[config.mk]
export PLATFORM = sky130hd
export DESIGN_NAME = cba_serial_adder
export DESIGN_NICKNAME = d
export VERILOG_FILES = /design/src/rtl/cba_pkg.sv /design/src/rtl/cba4_slice.sv /design/src/rtl/cba_serial_adder.sv
export SDC_FILE = /design/constraint.sdc
export NUM_CORES = 1
export LEC_CHECK = 0
export BUFFER_PORTS_ARGS = -buffer_cell sky130_fd_sc_hd__buf_4
export CAP_MARGIN = 0
export CORE_UTILIZATION = 34
export DETAILED_ROUTE_END_ITERATION = 7
export MAX_ROUTING_LAYER = met4
export PLACE_DENSITY = 0.54
export SLEW_MARGIN = 10
export SYNTH_ARGS = -nofsm -noshare
export SYNTH_HDL_FRONTEND = slang
export SYNTH_SLANG_ARGS = --single-unit
export TNS_END_PERCENT = 1
[constraint.sdc]
create_clock -name clk -period 3.2 [get_ports clk]
set_input_delay 0.64 -clock clk [delete_from_list [all_inputs] [get_ports clk]]
set_output_delay 0.64 -clock clk [all_outputs]
set_load 0.02 [all_outputs]
[src/rtl/cba_pkg.sv]
// ============================================================================
//  Module      : cba_pkg
//  Description : Shared constants and state encoding for the serial adder.
//  Revision    : 1.0
// ============================================================================
`default_nettype none

package cba_pkg;

    localparam int NIB_W = 4;

    typedef enum logic [1:0] {
        IDLE = 2'd0,
        RUN  = 2'd1,
        DONE = 2'd2
    } cba_state_t;

endpackage

`default_nettype wire

[src/rtl/cba4_slice.sv]
// ============================================================================
//  Module      : cba4_slice
//  Description : Combinational 4-bit carry-bypass adder slice.
//  Revision    : 1.0
// ============================================================================
`default_nettype none

module cba4_slice
    import cba_pkg::*;
(
    input  logic [NIB_W-1:0] a,
    input  logic [NIB_W-1:0] b,
    input  logic             cin,
    output logic [NIB_W-1:0] sum,
    output logic             cout,
    output logic             skip
);

    logic [NIB_W-1:0] w_p;
    logic [NIB_W-1:0] w_g;
    logic [NIB_W:0]   w_c;

    assign w_p = a ^ b;
    assign w_g = a & b;

    always_comb begin
        w_c    = '0;
        w_c[0] = cin;
        for (int i = 0; i < NIB_W; i++) begin
            w_c[i+1] = w_g[i] | (w_p[i] & w_c[i]);
        end
    end

    assign sum  = w_p ^ w_c[NIB_W-1:0];
    assign skip = &w_p;
    // When every bit propagates, the incoming carry skips the ripple chain.
    assign cout = skip ? cin : w_c[NIB_W];

endmodule

`default_nettype wire

[src/rtl/cba_serial_adder.sv]
// ============================================================================
//  Module      : cba_serial_adder
//  Description : Digit-serial adder sequencing one nibble per cycle through a
//                single carry-bypass slice, with valid/ready in and out.
//  Revision    : 1.0
// ============================================================================
`default_nettype none

module cba_serial_adder
    import cba_pkg::*;
#(
    parameter  int WIDTH   = 16,
    localparam int NIBBLES = WIDTH / NIB_W,
    localparam int CW      = $clog2(NIBBLES + 1)
) (
    input  logic             clk,
    input  logic             rst,
    input  logic             in_valid,
    output logic             in_ready,
    input  logic [WIDTH-1:0] a,
    input  logic [WIDTH-1:0] b,
    input  logic             cin,
    output logic             out_valid,
    input  logic             out_ready,
    output logic [WIDTH-1:0] sum,
    output logic             cout,
    output logic [CW-1:0]    bypass_cnt
);

    localparam int IW = (NIBBLES > 1) ? $clog2(NIBBLES) : 1;

    cba_state_t       r_state;
    logic [WIDTH-1:0] r_a;
    logic [WIDTH-1:0] r_b;
    logic             r_carry;
    logic [IW-1:0]    r_idx;
    logic [WIDTH-1:0] r_sum;
    logic             r_cout;
    logic [CW-1:0]    r_bypass_cnt;

    logic [NIB_W-1:0] w_a_nib;
    logic [NIB_W-1:0] w_b_nib;
    logic [NIB_W-1:0] w_slice_sum;
    logic             w_slice_cout;
    logic             w_skip;
    logic             w_last;

    assign w_a_nib = r_a[r_idx*NIB_W +: NIB_W];
    assign w_b_nib = r_b[r_idx*NIB_W +: NIB_W];
    assign w_last  = (r_idx == IW'(NIBBLES - 1));

    cba4_slice u_slice (
        .a    (w_a_nib),
        .b    (w_b_nib),
        .cin  (r_carry),
        .sum  (w_slice_sum),
        .cout (w_slice_cout),
        .skip (w_skip)
    );

    always_ff @(posedge clk) begin
        if (rst) begin
            r_state      <= IDLE;
            r_a          <= '0;
            r_b          <= '0;
            r_carry      <= 1'b0;
            r_idx        <= '0;
            r_sum        <= '0;
            r_cout       <= 1'b0;
            r_bypass_cnt <= '0;
        end else begin
            case (r_state)
                IDLE: begin
                    if (in_valid) begin
                        r_a          <= a;
                        r_b          <= b;
                        r_carry      <= cin;
                        r_idx        <= '0;
                        r_sum        <= '0;
                        r_bypass_cnt <= '0;
                        r_state      <= RUN;
                    end
                end
                RUN: begin
                    r_sum[r_idx*NIB_W +: NIB_W] <= w_slice_sum;
                    r_carry                     <= w_slice_cout;
                    if (w_skip) begin
                        r_bypass_cnt <= r_bypass_cnt + CW'(1);
                    end
                    // idx parks on the top nibble so it never wraps past it.
                    if (w_last) begin
                        r_cout  <= w_slice_cout;
                        r_state <= DONE;
                    end else begin
                        r_idx <= r_idx + IW'(1);
                    end
                end
                DONE: begin
                    if (out_ready) begin
                        r_state <= IDLE;
                    end
                end
                default: r_state <= IDLE;
            endcase
        end
    end

    assign in_ready   = (r_state == IDLE) && !rst;
    assign out_valid  = (r_state == DONE);
    assign sum        = r_sum;
    assign cout       = r_cout;
    assign bypass_cnt = r_bypass_cnt;

endmodule

`default_nettype wire

Word-level counts from Yosys, hierarchy flattened
Cells that the tools add are included.

Register bits after elaboration: 57. Bits in latches: 0. Bits in writable memories: 0. Bits in read-only memories: 0. Input port bits: 37. Output and inout bits: 22. Word-level logic and storage cells: 61. Memories kept: 0.

Add/subtract/negate cells: 3. $mul: 0. Divide/modulo/power cells: 0. Order comparisons: 0. Equal/unequal tests: 8. Shifts and indexed selects: 4. Mux-type cells: 16. Bitwise operators: 11. Reductions and logical operators: 11.

Operator list (number): negation 4 -> 34 bit (1); variable shift 4 x 34 -> 16 bit, first input constant (1); variable part select 4 x 34 -> 16 bit (1); case mux 16 bit (2 select lines) (1); variable part select 16 x 5 -> 4 bit (2); bitwise mux 16 bit (1); 2-to-1 mux 16 bit (1); 2-to-1 mux 2 bit (5); AND reduction 3 bit (3); bitwise XOR 4 bit (2); 2-to-1 mux 3 bit (2); != test 2 bit, second input constant (3); case mux 2 bit (3 select lines) (1); case mux 3 bit (2 select lines) (1); AND reduction 2 bit (3); AND 1 bit (4); AND 4 bit (1); equality test 2 bit, second input constant (2); != test 2 x 1 -> 1 bit, second input constant (2); bitwise OR 1 bit (4); case mux 2 bit (2 select lines) (1); AND reduction 4 bit (1); adder 3 x 1 -> 3 bit, second input constant (1); adder 2 x 1 -> 2 bit, second input constant (1); other kinds (7) (8).

Longest topological paths before layout
Word-level depth: 12. Gate-level depth with buffers: 11.

Cells and area by module
A second synthesis with hierarchy kept.

Cell total of the unflattened synthesis: 279. Area, all modules: 2697.6 µm².

By module, submodules not included: cba_serial_adder (times used 1, cells an instance 260, area each 2512.4 µm²); cba4_slice (times used 1, cells an instance 19, area each 185.2 µm²).

Worst setup path after synthesis
OpenSTA, ideal clock, no wires.

Kind: register -> register. From: register r_idx[0]. To: register r_sum[11] (netlist: sum[11]). Arrival time: 2.821 ns. Required time: 3.083 ns. Slack: 0.262 ns. Stages on the path, launching flop included: 11. Path buffers: 2. Period minus slack after synthesis: 2.938 ns. Cells stage by stage: dfxtp_1 buf_2 buf_2 mux4_2 fa_1 inv_1 fa_1 fa_1 inv_1 fa_1 a22o_1.

Word-level cells in the longest chain between the ends: 12. Elaborated cells on any way between the ends: 16. Classes of those cells: add/sub (1); shift (4); mux (2); bitwise (9).

Ends and longest elaborated chain: start, declared (line cba_serial_adder.sv:36) `logic [IW-1:0] r_idx;`; start signal, assigned (line cba_serial_adder.sv:95) `r_idx <= r_idx + IW'(1);`; variable part select 16 x 5 -> 4 bit (on tied branches) (line cba_serial_adder.sv:48, cba_serial_adder.sv:49); bitwise XOR 4 bit (line cba4_slice.sv:23) `assign w_p = a ^ b;`; AND 1 bit (line cba4_slice.sv:30) `w_c[i+1] = w_g[i] | (w_p[i] & w_c[i]);`; bitwise OR 1 bit (line cba4_slice.sv:30); AND 1 bit (line cba4_slice.sv:30); bitwise OR 1 bit (line cba4_slice.sv:30); AND 1 bit (line cba4_slice.sv:30); bitwise OR 1 bit (line cba4_slice.sv:30); bitwise XOR 4 bit (line cba4_slice.sv:34) `assign sum = w_p ^ w_c[NIB_W-1:0];`; variable part select 4 x 34 -> 16 bit (line cba_serial_adder.sv:85) `r_sum[r_idx*NIB_W +: NIB_W] <= w_slice_sum;`; bitwise mux 16 bit (*) (line cba_serial_adder.sv:85); case mux 16 bit (2 select lines) (*) (line cba_serial_adder.sv:72) `case (r_state)`; end signal, assigned by index (line cba_serial_adder.sv:85); end, declared (line cba_serial_adder.sv:37) `logic [WIDTH-1:0] r_sum;`.

Mark *: on every way between the ends. The rest lies on a longest branch, timed or not. A chain may end at the register's enable or synchronous reset.

Worst setup path in the final report
From: register r_idx[0]. To: register r_sum[7] (netlist: sum[7]).

The elaborated chain is that of the path after synthesis.

==> impl_metrics.tcl <==
set metrics [dict create \
    end_kind "flip-flop" \
    hold_viol 0 \
    fin_nets 375 \
    grt_max_degree 49 \
    gp_congestion 0.835 \
    synth-async-reset-ratio_pct 0 \
    numCtsBuffers 9 \
    cts_buffer_depth 2 \
    drive_gt1_share_pct 27.9 \
    path_clk_slew_ps 60 \
    pin_count 59 \
    yosys.area_share.simple_pct 17.2 \
    worstPathCellList "mux4_2, fa_1, inv_1, fa_1, fa_1, inv_1, fa_1, a22o_1" \
    ys_types 42 \
    fin_hold_ws_ps 457 \
    ant_nets 0 \
    multi_input_area_sq_mm 0.00130 \
    grt_pass1_vias 2098 \
    fp-row-count 31 \
    track_usage_pct 16.9 \
    drt-initial-drc-count 68 \
    ir_drop_mv 0.257 \
    layout_common_cells "nand2_1 (64), buf_4 (62), dfxtp_1 (57)" \
    r2r-start "r_idx[0]" \
    syn_nets 320 \
    worst_slew_pin_slew_ps 633 \
    port_buffers 58 \
    n_antenna_cell 0 \
    final_area_sq_mm 0.00327 \
    ys_seq_elements 57 \
    fin_crit_ps 2750 \
    rrSetupSlack_ps 450 \
    place_area_sq_mm 0.00308 \
    leakagePower_nw 1.34 \
    min_to "r_a[8]" \
    cts.repair.resized 0 \
    wire_per_inst_microns 14.5 \
    p_per_area_mw_per_mm2 498 \
    die_w_microns 90.0 \
    syn-cell-area_sq_mm 0.00263 \
    yosysSeqAreaShare_pct 43.3 \
    grt_first_pass_wirelength_microns 10400 \
    synth_mux_area_share_pct 9.31 \
    initial_core_util_pct 35.7 \
    synthAdderAreaFrac_pct 7.32 \
    synthesis.instances 270 \
    crit_arrival_ps 2970 \
    htreeDepth 3 \
    drv_slew 0 \
    netlist.area_leader.share_pct 43.3 \
    clk_latency_ps 330 \
    hp-start "r_a[8]" \
    finalPower_mw 1.63 \
    routed_wl_microns 6210 \
    synth_top_cell_by_area "dfxtp_1" \
    crit_type "reg2reg" \
    dp_slack_ps 451 \
    max_freq_mhz 363 \
    timing.slew.headroom_pct 57.7 \
    cts_tree "done" \
    synth_flop_cell "dfxtp_1" \
    drc 0 \
    synth-xor-area-share_pct 0 \
    dp_hpwl_microns 4410 \
    period_share_pct 86.0 \
    cts.sinks 57 \
    postCtsHoldBufs 0 \
    worstHoldPathCells 2 \
    dieArea_sq_mm 0.00810 \
    seqCellArea_sq_mm 0.00114 \
    final_common_cell "nand2_1" \
    rr_worst_depth 8 \
    max_stage_delay_ps 570 \
    status "complete, no violations" \
    worst-path-max-fanout 4 \
    r2r-end "sum[7]" \
    yosysWarnings 0 \
    tns_ps 0 \
    maxCapViolCount 0 \
    critPathRequiredTime_ps 3420 \
    post_cts_buffers 0 \
    rsz0062_at_grt "no" \
    synth_top_family_by_area "simple AND/OR/NAND/NOR gates" \
    vias 2103 \
    path_common_cell "fa_1" \
    startpoint_type "flip-flop" \
    overflow 0 \
    die_h_microns 90.0 \
    slowest_stage "mux4_2" \
    antenna_found_initial 0 \
    fillers 767 \
    area_growth_pct 24.3 \
    drt_pass1_iterations 4 \
    cts-root-buf "clkbuf_8" \
    fin_ws_ps 449 \
    core_sq_mm 0.00737 \
    setup_viol 0 \
    worst_clock_skew_ps 6.24 \
    synth_compound_area_share_pct 15.5 \
    syn-mean-instance-area_sq_um 9.75 \
    yosys-top-cells-area "dfxtp_1 (43%), nand2_1 (9.1%), a21oi_1 (7.4%), mux4_2 (6.8%), ha_1 (4.3%)" \
    viasPerCell 4.90 \
    synth_edf_count 0 \
    hold_path_class "reg2reg" \
]
==> cell type report <==
cell class              instances  area share (%)
multi-input cells             182            39.8
flip-flops and latches         57            34.9
repair buffers                 62            14.2
clock buffers                  14            5.58
well taps                      99            3.78
inverters                      13            1.49
clock inverters                 2           0.306
==> kinds of logic (layout without fill, tap and decap cells) <==
logic type / Yosys count / after routing
AO/OA/AOI/OAI: 64 / 64
adder cells (fa/ha/maj): 13 / 13
buffers and inverters: 31 / 91
flip-flops: 57 / 57
multiplexers: 14 / 14
AND/OR/NAND/NOR: 91 / 91
==> state kept, by name, indices dropped and copies added (netlist names) <==
signal      flops
bypass_cnt      3
cout            1
r_a            16
r_b            16
r_carry         1
r_idx           2
r_state         2
sum            16
==> per-layer routing <==
metal	vias up	track usage (%)	part of all wire, %
met4	0	6.05	1.2
met2	49	25.2	47
met5	-	-	0
met1	989	21.5	48
met3	6	5.25	4.0
li1	1059	-	-
==> power breakdown <==
group          total, mW  switching [mW]  internal, mW  leakage [nW]
sequential         0.768          0.0263         0.742         0.465
combinational      0.231           0.125         0.106         0.770
clock              0.632           0.268         0.363         0.102
total               1.63           0.419          1.21          1.34
==> stage by stage <==
stage	util, %	std cells
after floorplan	-	270
after global placement	41.8	413
after detailed placement	41.8	413
after CTS	44.4	429
after global routing	44.4	429
final	44.4	429
==> cells in the mapped netlist (all sizes together), types with 2 or more instances <==
library cell / number
a21oi: 39
a22o: 8
and4: 2
buf: 14
clkbuf: 4
dfxtp: 57
fa: 4
ha: 9
inv: 13
mux2: 4
mux2i: 2
mux4: 8
nand2: 64
nand3: 3
nand4: 4
nor3: 2
nor4b: 2
o2111ai: 2
o2bb2ai: 8
o41ai: 2
or3: 2
or3b: 2
==> worst max path at each step <==
| stage | from | end | cells past startpoint |
|---|---|---|---|
| global route | r_idx[0] | cout | 9 |
| detailed placement | r_idx[0] | sum[7] | 8 |
| global placement | r_idx[0] | sum[11] | 8 |
| finish | r_idx[0] | sum[7] | 8 |
| floorplan | r_idx[0] | sum[11] | 10 |
| CTS | r_idx[0] | sum[7] | 8 |
==> worst max-delay path: cells and delay by family (launching register included) <==
family	cells	cell delay, ps
flip-flops	1	420
multiplexers	1	570
AO/OA/AOI/OAI	1	240
buffers and inverters	2	130
adder cells (fa/ha/maj)	4	1290
No activity file was read; power rests on OpenSTA's default activity.
